$ cat src/rtl/dmem_arbiter.sv
// dmem_arbiter: two-port round-robin sequencer for the 1 KiB big-endian doubleword data memory
module dmem_arbiter #(
    parameter int MEM_BYTES = 1024,
    parameter int ADDR_W    = 64,
    parameter int DATA_W    = 64
) (
    input  logic              Clk,
    input  logic              Reset_n,
    input  logic              req0,
    input  logic              req1,
    input  logic              we0,
    input  logic              we1,
    input  logic [ADDR_W-1:0] addr0,
    input  logic [ADDR_W-1:0] addr1,
    input  logic [DATA_W-1:0] wdata0,
    input  logic [DATA_W-1:0] wdata1,
    output logic              ack0,
    output logic              ack1,
    output logic              err,
    output logic [DATA_W-1:0] rsp_rdata,
    output logic              busy,
    output logic [ADDR_W-1:0] MemAddress,
    output logic [DATA_W-1:0] MemWriteData,
    output logic              MemoryRead,
    output logic              MemoryWrite,
    input  logic [DATA_W-1:0] MemReadData
);
    localparam logic [1:0] IDLE    = 2'd0;
    localparam logic [1:0] ISSUE   = 2'd1;
    localparam logic [1:0] CAPTURE = 2'd2;
    localparam logic [1:0] RESP    = 2'd3;
    localparam logic [ADDR_W-1:0] MAX_ADDR = ADDR_W'(MEM_BYTES - 8);

    logic [1:0]        state;
    logic              last_grant;
    logic              gnt;
    logic              wr;
    logic              pick;
    logic              sel_we;
    logic              legal;
    logic [ADDR_W-1:0] sel_addr;
    logic [DATA_W-1:0] sel_wdata;

    // Choose the requester: on contention the port that did not win last time, else whoever asks
    always_comb begin
        pick      = (req0 && req1) ? ~last_grant : req1;
        sel_we    = pick ? we1 : we0;
        sel_addr  = pick ? addr1 : addr0;
        sel_wdata = pick ? wdata1 : wdata0;
        legal     = (sel_addr[2:0] == 3'b000) && (sel_addr <= MAX_ADDR);
    end

    assign busy = state != IDLE;

    // Sequence one access: register the request, strobe for one cycle, capture read data, ack
    always_ff @(posedge Clk or negedge Reset_n) begin
        if (!Reset_n) begin
            state        <= IDLE;
            last_grant   <= 1'b1;
            gnt          <= 1'b0;
            wr           <= 1'b0;
            ack0         <= 1'b0;
            ack1         <= 1'b0;
            err          <= 1'b0;
            rsp_rdata    <= '0;
            MemAddress   <= '0;
            MemWriteData <= '0;
            MemoryRead   <= 1'b0;
            MemoryWrite  <= 1'b0;
        end else begin
            case (state)
                IDLE: if (req0 || req1) begin
                    gnt        <= pick;
                    last_grant <= pick;
                    wr         <= sel_we;
                    if (legal) begin
                        MemAddress   <= sel_addr;
                        MemWriteData <= sel_wdata;
                        MemoryRead   <= ~sel_we;
                        MemoryWrite  <= sel_we;
                        state        <= ISSUE;
                    end else begin
                        err       <= 1'b1;
                        rsp_rdata <= '0;
                        ack0      <= ~pick;
                        ack1      <= pick;
                        state     <= RESP;
                    end
                end
                ISSUE: begin
                    MemoryRead  <= 1'b0;
                    MemoryWrite <= 1'b0;
                    state       <= CAPTURE;
                end
                CAPTURE: begin
                    rsp_rdata <= wr ? '0 : MemReadData;
                    ack0      <= ~gnt;
                    ack1      <= gnt;
                    state     <= RESP;
                end
                default: begin
                    ack0  <= 1'b0;
                    ack1  <= 1'b0;
                    err   <= 1'b0;
                    state <= IDLE;
                end
            endcase
        end
    end
endmodule

$ cat config.mk
export PLATFORM = sky130hd
export DESIGN_NAME = dmem_arbiter
export DESIGN_NICKNAME = d
export VERILOG_FILES = /design/src/rtl/dmem_arbiter.sv
export SDC_FILE = /design/constraint.sdc
export NUM_CORES = 1
export LEC_CHECK = 0
export BUFFER_PORTS_ARGS = -buffer_cell sky130_fd_sc_hd__clkbuf_2
export CAP_MARGIN = 20
export CORE_AREA = 2 2 204 206
export CTS_CLUSTER_DIAMETER = 30
export CTS_CLUSTER_SIZE = 30
export DETAILED_ROUTE_END_ITERATION = 10
export DIE_AREA = 0 0 206 208
export HOLD_SLACK_MARGIN = 0.06
export PLACE_DENSITY_LB_ADDON = 0.3
export SYNTH_ARGS = -nofsm -noshare
export SYNTH_HDL_FRONTEND = slang
export SYNTH_SLANG_ARGS = --single-unit
$ cat constraint.sdc
create_clock -name Clk -period 3 [get_ports Clk]
set_clock_uncertainty 0.1 [all_clocks]
set_input_delay 0.6 -clock Clk [delete_from_list [all_inputs] [get_ports Clk]]
set_output_delay 0.6 -clock Clk [all_outputs]
set_load 0.03 [all_outputs]
* Word-level counts from Yosys, hierarchy flattened
Cells that the tools add are included.
Operators by class: magnitude comparators 1, eq/ne operators 5, multiplexer cells 26, bitwise operators 6, reductions and logical operators 15
Operators with widths (count):
- 64-bit two-way mux | 5
- 64-bit case mux with 2 select lines | 1
- 64-bit by 10-bit <= comparator with 1-bit output (second input constant) | 1
- 3-bit AND reduction | 5
- 1-bit two-way mux | 12
- 2-bit inequality test (second input constant) | 3
- 1-bit inverter | 6
- 1-bit case mux with 2 select lines | 3
- 1-bit case mux with 3 select lines | 2
- 2-bit case mux with 3 select lines | 1
- 2-bit nonzero test | 3
- 2-bit two-way mux | 2
- 3-bit logical NOT | 1
- 2-bit by 1-bit equality test with 1-bit output (second input constant) | 1
- 2-bit equality test (second input constant) | 1
- 1-bit logical AND | 2
- 2-bit logical NOT | 1
- 2-bit AND reduction | 1
- 2-bit OR reduction | 1
- 1-bit logical OR | 1
Storage, ports and cells: flip-flop bits (word level) 202, input bits 326, output and inout bits 198, word-level logic and storage cells 65

* Longest topological paths before layout
Gate-level depths: netlist (run 1).
word-level depth 8, gate-level depth with buffers 10, mapped depth without buffers 6

* Least setup slack after synthesis (run 1)
OpenSTA, ideal clock, no wires.
kind input port to flip-flop, start input port addr1[62], end register MemWriteData[49], arrival 1.987 ns, data required time 2.768 ns, setup slack 0.781 ns, stages on the path 9, path through nor4_1 nand4_1 a22oi_1 nand4b_1 buf_4 buf_6 buf_2 nand2_1 o21ai_1
On the way: word-level cells in the longest chain between the ends 4
RTL lines:
- start, declared | RTL line 14 | input logic [ADDR_W-1:0] addr1,
- 64-bit two-way mux | RTL line 48 | sel_addr = pick ? addr1 : addr0;
- 64-bit by 10-bit <= comparator with 1-bit output | RTL line 50 | legal = (sel_addr[2:0] == 3'b000) && (sel_addr <= MAX_ADDR);
- 1-bit logical AND | RTL line 50
- 3-bit AND reduction (no source line)
- end signal, assigned | RTL line 78 | MemWriteData <= sel_wdata;
- end, declared | RTL line 23 | output logic [DATA_W-1:0] MemWriteData,
Every way passes these cells. A chain may end at the register's enable or synchronous reset.

* Final worst setup path (run 1)
start register state[0], end output port busy
On the way: word-level cells in the longest chain between the ends 1
RTL lines:
- start, declared | RTL line 34 | logic [1:0] state;
- start signal, assigned | RTL line 58 | state <= IDLE;
- start signal, assigned | RTL line 81 | state <= ISSUE;
- start signal, assigned | RTL line 87 | state <= RESP;
- 2-bit nonzero test | RTL line 53 | assign busy = state != IDLE;
- end, declared | RTL line 21 | output logic busy,
Every way passes these cells.

==> results of run 1 <==
cell type report:
| type | count | area (um2) | area share [%] |
|---|---|---|---|
| sequential | 202 | 5060 | 36.6 |
| multi-input combinational | 554 | 3190 | 23.1 |
| clock inverter | 26 | 402 | 2.91 |
| inverter | 4 | 15.0 | 0.109 |
| clock buffer | 74 | 1530 | 11.1 |
| timing repair buffer | 550 | 2960 | 21.4 |
| tap | 532 | 666 | 4.82 |
state kept, by name (all words and copies together), names as in the netlist, 2 cells and up:
name and flops:
MemWriteData 64, MemAddress 64, rsp_rdata 64, state 2
cell usage after synthesis, types with 2 or more instances:
cell type	n
nand2_1	204
buf_4	8
a31o_2	2
clkbuf_1	29
ha_1	4
o211ai_1	2
nand2b_1	2
nor3_1	8
nand4_1	9
buf_6	5
dfrtp_1	201
and2_1	57
a21oi_1	4
o21ai_0	5
nand3_1	4
mux2i_1	72
inv_1	4
buf_2	16
o21ai_1	70
nor4_1	22
a31oi_1	3
o22ai_1	65
nor2_1	7
a211oi_1	2
worst paths after layout:
kind                                  from                to  slack [ps]  cells after the start
min                        MemReadData[46]     rsp_rdata[46]         150                      3
max                               state[0]              busy         380                      5
max in group asynchronous          Reset_n  MemWriteData[23]        1530                      3
max reg2reg                     last_grant       MemoryWrite         650                      7
min reg2reg                 MemAddress[19]    MemAddress[19]         380                      1
min in group asynchronous          Reset_n     rsp_rdata[10]         510                      2
logic make-up after synthesis:
logic type	Yosys count
AND/OR/NAND/NOR	317
flip-flops	202
AO/OA/AOI/OAI	161
multiplexers	72
buffers and inverters	63
adder cells (fa/ha/maj)	4
metrics by stage:
stage	worst slack (ps)	cell area, um2	total power, mW
finish	377	13800	11.8
global placement	238	11900	5.82
CTS	316	13800	12.0
global route	274	13800	12.4
detailed placement	205	11900	5.85
floorplan	781	8540	4.83
worst reg2reg max path, stage by stage, from the launching register on:
cell,delay (ps)
dfstp_2,560
a21bo_4,180
nand4_1,90
a22oi_1,400
nand4b_1,220
buf_12,240
buf_4,210
o31ai_1,250
power groups by stage:
stage | clock network, mW | logic [mW] | registers [mW]
finish | 6.02 | 2.68 | 3.11
global route | 6.34 | 2.92 | 3.13
CTS | 6.18 | 2.72 | 3.11
detailed placement | 0 | 2.71 | 3.14
global placement | 0 | 2.68 | 3.13
floorplan | 0 | 1.37 | 3.46
routing by layer:
| layer | vias up | track usage [%] | share of wire (%) |
|---|---|---|---|
| met5 | - | 0 | 0.053 |
| met4 | 2 | 5.67 | 2.6 |
| met3 | 65 | 5.39 | 11 |
| met2 | 383 | 22.2 | 46 |
| met1 | 3776 | 16.1 | 40 |
| li1 | 3954 | - | - |
==> results.cfg, run 1 <==
[timing]
report.final.slew_viol_count = 0
rsz0062_at_grt = no
whs_ps = 155
timing_worst_slew_pin_value_ps = 834
period_share_pct = 87.4
max-slew-margin-rel_pct = 43.8
max_freq_ghz = 0.381
hold_viol = 0
setup-tns-final_ps = 0
fin_crit_ps = 2620
timing.final.setup_violations = 0

[pwr]
comb_power_share_pct = 22.7
ir_drop_mv = 0.620
power.share.switching_pct = 30.7
total_leakage_power_nw = 7.36
powerDensity_nw_per_um2 = 855
power_switching_mw = 3.62
power.internal_mw = 8.19
pwr-share-clk_pct = 51.0
seq_power_share_pct = 26.3

[synth]
synth-compound-area-share_pct = 11.1
seq_area_frac_synth_pct = 59.2
muxShareOfSynthArea_pct = 8.44
ys_types = 38
synthesis.area_um2 = 8540
postSynthNetCount = 1149
syn_area_per_cell_um2 = 10.4
synth-seq-cells = 202
synth_edf_count = 0
asr_flop_ratio_synth_pct = 100
synthesis.yosys.warnings = 0
synth_ff_type = dfrtp_1
synth_cells = 819
post-synth-top-area-fraction_pct = 58.9
synth_simple_gate_area_share_pct = 16.9
share_of_the_synthesized_netlist_area_taken_by_xor_and_xnor_gates_pct = 0
dominant_combinational_cell_family_by_area_after_synthesis = simple AND/OR/NAND/NOR gates
synth_top_cells_by_area = dfrtp_1 59%, nand2_1 9.0%, mux2i_1 8.4%
synth_adder_area_share_pct = 0.586
post-synth-top-area-cell = dfrtp_1

[routing]
routed-via-count = 8180
postRouteWirelength_um = 30300
routed_wire_length_per_instance_um = 15.6
drt-vias-per-instance = 4.21
number_of_remaining_drc_errors = 0
ant_nets = 0
drt_pre_antenna_iters = 4
dr.first_iter.drc_count = 325

[clocking]
path_clk_slew_ps = 50
insertion_delay_ps = 560
tritoncts.num_buffers = 54
cts_sinks = 202
cts_max_path_buffers = 3
ctsHoldBuffers = 1
tritoncts = yes
cts-root-buf = clkbuf_16
post_cts_resized = 0
h-tree-depth = 2
post-cts-setup-buffer-count = 0

[critical_path]
highest_cell_delay_on_the_worst_timing_path_ps = 390
crit_top_cell = inv_1
cp-end-kind = output port
crit_arrival_ps = 1920
slowest_stage = dfrtp_1
critPathTopFamily = buffers and inverters
worst-endpoint-required_ps = 2300
worst_setup_path_start_kind = flip-flop
path_class = reg -> out
critical_path.n_buffers_inverters = 4
crit_chain = inv_1 -> ha_1 -> buf_4 -> inv_1 -> clkbuf_2
cp_max_fo = 10

[layout]
layout-drive-gt1-share_pct = 46.0
most-common-layout-cells = 522 x clkbuf_2, 203 x nand2_1, 201 x dfrtp_1
synthToLayoutAreaGrowth_pct = 61.7
fillers = 4185
finalNetCount = 1696
final_core_utilization_pct = 34.1
final_instance_count_without_filler_cells = 1942
antenna_cells = 0
layout.cells.most_common = clkbuf_2

[place]
detailedPlacementHpwl_um = 22500
numPortBuffers = 523
gp_congestion = 0.897
place.detailed.instances = 1841

[global_routing]
grt_overflow_total = 0
initial_antenna_violation_count = 2
grt_max_degree = 72
grt_use_total_pct = 13.7
grt_pass1_wl_um = 45700
first_global_vias = 8305

[die]
die_h_um = 208
std_cell_rows = 74
die-width_um = 206
placeableCoreArea_um2 = 40600
floorplan.io_pins = 524
initial_core_util_pct = 21.1
fp.dieArea_um2 = 42800

[job]
max_cap_violation_count = 0

[run_status]
run_status = complete, no violations

[worst_hold_path]
worst_hold_class = in -> reg
(Power assumes the default switching activity.)
==> run 2, diff against run 1 <==
--- a/config.mk
+++ b/config.mk
@@ -16,2 +16,3 @@
 export PLACE_DENSITY_LB_ADDON = 0.3
+export SKIP_CTS_REPAIR_TIMING = 1
 export SYNTH_ARGS = -nofsm -noshare
==> constraint.sdc (replaced) <==
create_clock -name Clk -period 3 [get_ports Clk]
set_clock_uncertainty 0.1 [all_clocks]
set_input_delay 0.45 -clock Clk [delete_from_list [all_inputs] [get_ports Clk]]
set_output_delay 0.45 -clock Clk [all_outputs]
set_load 0.03 [all_outputs]
==> results.cfg, run 2 (synthesis results as in run 1) <==
[die]
std_cell_rows = 74
initial_core_util_pct = 21.1
fp.dieArea_um2 = 42800
die-width_um = 206
die_h_um = 208
placeableCoreArea_um2 = 40600
floorplan.io_pins = 524

[timing]
report.final.slew_viol_count = 0
timing_worst_slew_pin_value_ps = 838
final_critical_path_setup_slack_ps = 292
max_freq_ghz = 0.369
period_share_pct = 90.3
timing.final.setup_violations = 0
setup-tns-final_ps = 0
rsz0062_at_grt = no
hold_viol = 0
max-slew-margin-rel_pct = 43.5
fin_crit_ps = 2710

[worst_hold_path]
worst_hold_class = in -> reg
timing.hold.worst_path_depth = 3

[global_routing]
grt_max_degree = 81
grt_use_total_pct = 13.6
grt_pass1_wl_um = 45700
initial_antenna_violation_count = 3
first_global_vias = 8292
grt_overflow_total = 0

[layout]
fin_area_um2 = 13900
final_instance_count_without_filler_cells = 1965
synthToLayoutAreaGrowth_pct = 62.5
most-common-layout-cells = 522 x clkbuf_2, 203 x nand2_1, 201 x dfrtp_1
layout-drive-gt1-share_pct = 44.1
layout.cells.most_common = clkbuf_2
finalNetCount = 1729
antenna_cells = 0
top_registers = MemAddress (64), MemWriteData (64), rsp_rdata (64)

[routing]
routed-via-count = 8302
drt-vias-per-instance = 4.22
dr.first_iter.drc_count = 320
routed_wire_length_per_instance_um = 15.3
drt_pre_antenna_iters = 4
ant_nets = 0
number_of_remaining_drc_errors = 0
postRouteWirelength_um = 30000

[critical_path]
critPathTopFamily = compound AO/OA/AOI/OAI gates
cp_num_cells = 7
worst_r2r_path_depth = 7
cp-startpoint = last_grant
worstReg2RegEnd = MemAddress[40]
highest_cell_delay_on_the_worst_timing_path_ps = 600
cp_max_fo = 41
crit_chain = a21boi_2 -> nand4_1 -> a22oi_1 -> nand4b_1 -> buf_12 -> buf_4 -> and2_1
critical_path.reg2reg.startpoint = last_grant
path_class = reg -> reg
rrSetupSlack_ps = 290
worstSetupEndpoint = MemAddress[40]
cp-end-kind = flip-flop
worst-endpoint-required_ps = 3320
crit_arrival_ps = 3030
slowest_stage = a22oi_1
worst_setup_path_start_kind = flip-flop
critical_path.n_buffers_inverters = 2

[pwr]
seq_power_share_pct = 28.4
power_switching_mw = 3.46
power.internal_mw = 7.50
ir_drop_mv = 0.474
total_leakage_power_nw = 7.35
pwr-share-clk_pct = 46.0
power.share.switching_pct = 31.5
powerDensity_nw_per_um2 = 790
comb_power_share_pct = 25.6

[clocking]
path_clk_slew_ps = 50
tritoncts.num_buffers = 46
insertion_delay_ps = 530
cts_sinks = 202
tritoncts = yes
h-tree-depth = 2
cts_max_path_buffers = 3
cts-root-buf = clkbuf_16

[place]
numPortBuffers = 523
detailedPlacementHpwl_um = 22200
placement.setup.worst_slack_ps = 45.3
place.detailed.instances = 1840
gp_congestion = 0.924
postPlaceCellArea_um2 = 11900

[run_status]
run_status = complete, no violations

[job]
max_cap_violation_count = 0
## run 2: cell types whose count changed in the layout (fill, tap and decap cells not counted), moves of 2 or more
| cell | change |
|---|---|
| clkinv_2 | -4 |
| dlygate4sd3_1 | +42 |
| clkbuf_1 | -3 |
| bufinv_16 | -4 |
| clkbuf_8 | -3 |
| clkbuf_16 | -6 |
| clkinvlp_4 | +2 |
## run 2: per-layer routing
layer  global-route usage (%)  part of all wire [%]  vias to the layer above
met2                     21.7                    46                      408
met3                     4.95                    10                       49
li1                         -                     -                     4012
met1                     16.4                    42                     3831
met5                        0                 0.037                        -
met4                     5.57                   2.6                        2
## run 2: power groups by stage
stage          sequential [mW]  clock [mW]  combinational, mW
2_1_floorplan             3.46           0               1.37
3_3_place_gp              3.14           0               2.75
3_5_place_dp              3.14           0               2.78
4_1_cts                   3.11        5.18               2.77
5_1_grt                   3.14        5.32               3.06
6_report                  3.11        5.04               2.80
## run 2: area by class of cell
type	instances	area (um2)
clock buffer	62	1330
inverter	4	15.0
fill	4150	26700
tap	532	666
multi-input combinational	554	3190
sequential	202	5060
clock inverter	20	265
timing repair buffer	591	3360
## run 2: how the worst min path moves through the flow
stage,start,to
6_report,MemReadData[9],rsp_rdata[9]
2_1_floorplan,Reset_n,MemAddress[0]
4_1_cts,Reset_n,rsp_rdata[23]
3_5_place_dp,Reset_n,rsp_rdata[25]
3_3_place_gp,Reset_n,rsp_rdata[25]
5_1_grt,MemReadData[39],rsp_rdata[39]
## run 2: worst min-delay path, delay by kind of cell
kind | cells | cell delay [ps]
buffers and inverters | 1 | 80
and+or+nand+nor | 1 | 40
AOI/OAI and AO/OA | 1 | 60
## run 2: per-stage QoR
step	power [mW]	util, %	hold WS, ps
floorplan	4.83	-	54.4
global placement	5.89	29.2	316
detailed placement	5.92	29.2	318
CTS	11.1	33.2	-265
global route	11.5	34.2	60.2
finish	11.0	34.2	44.6
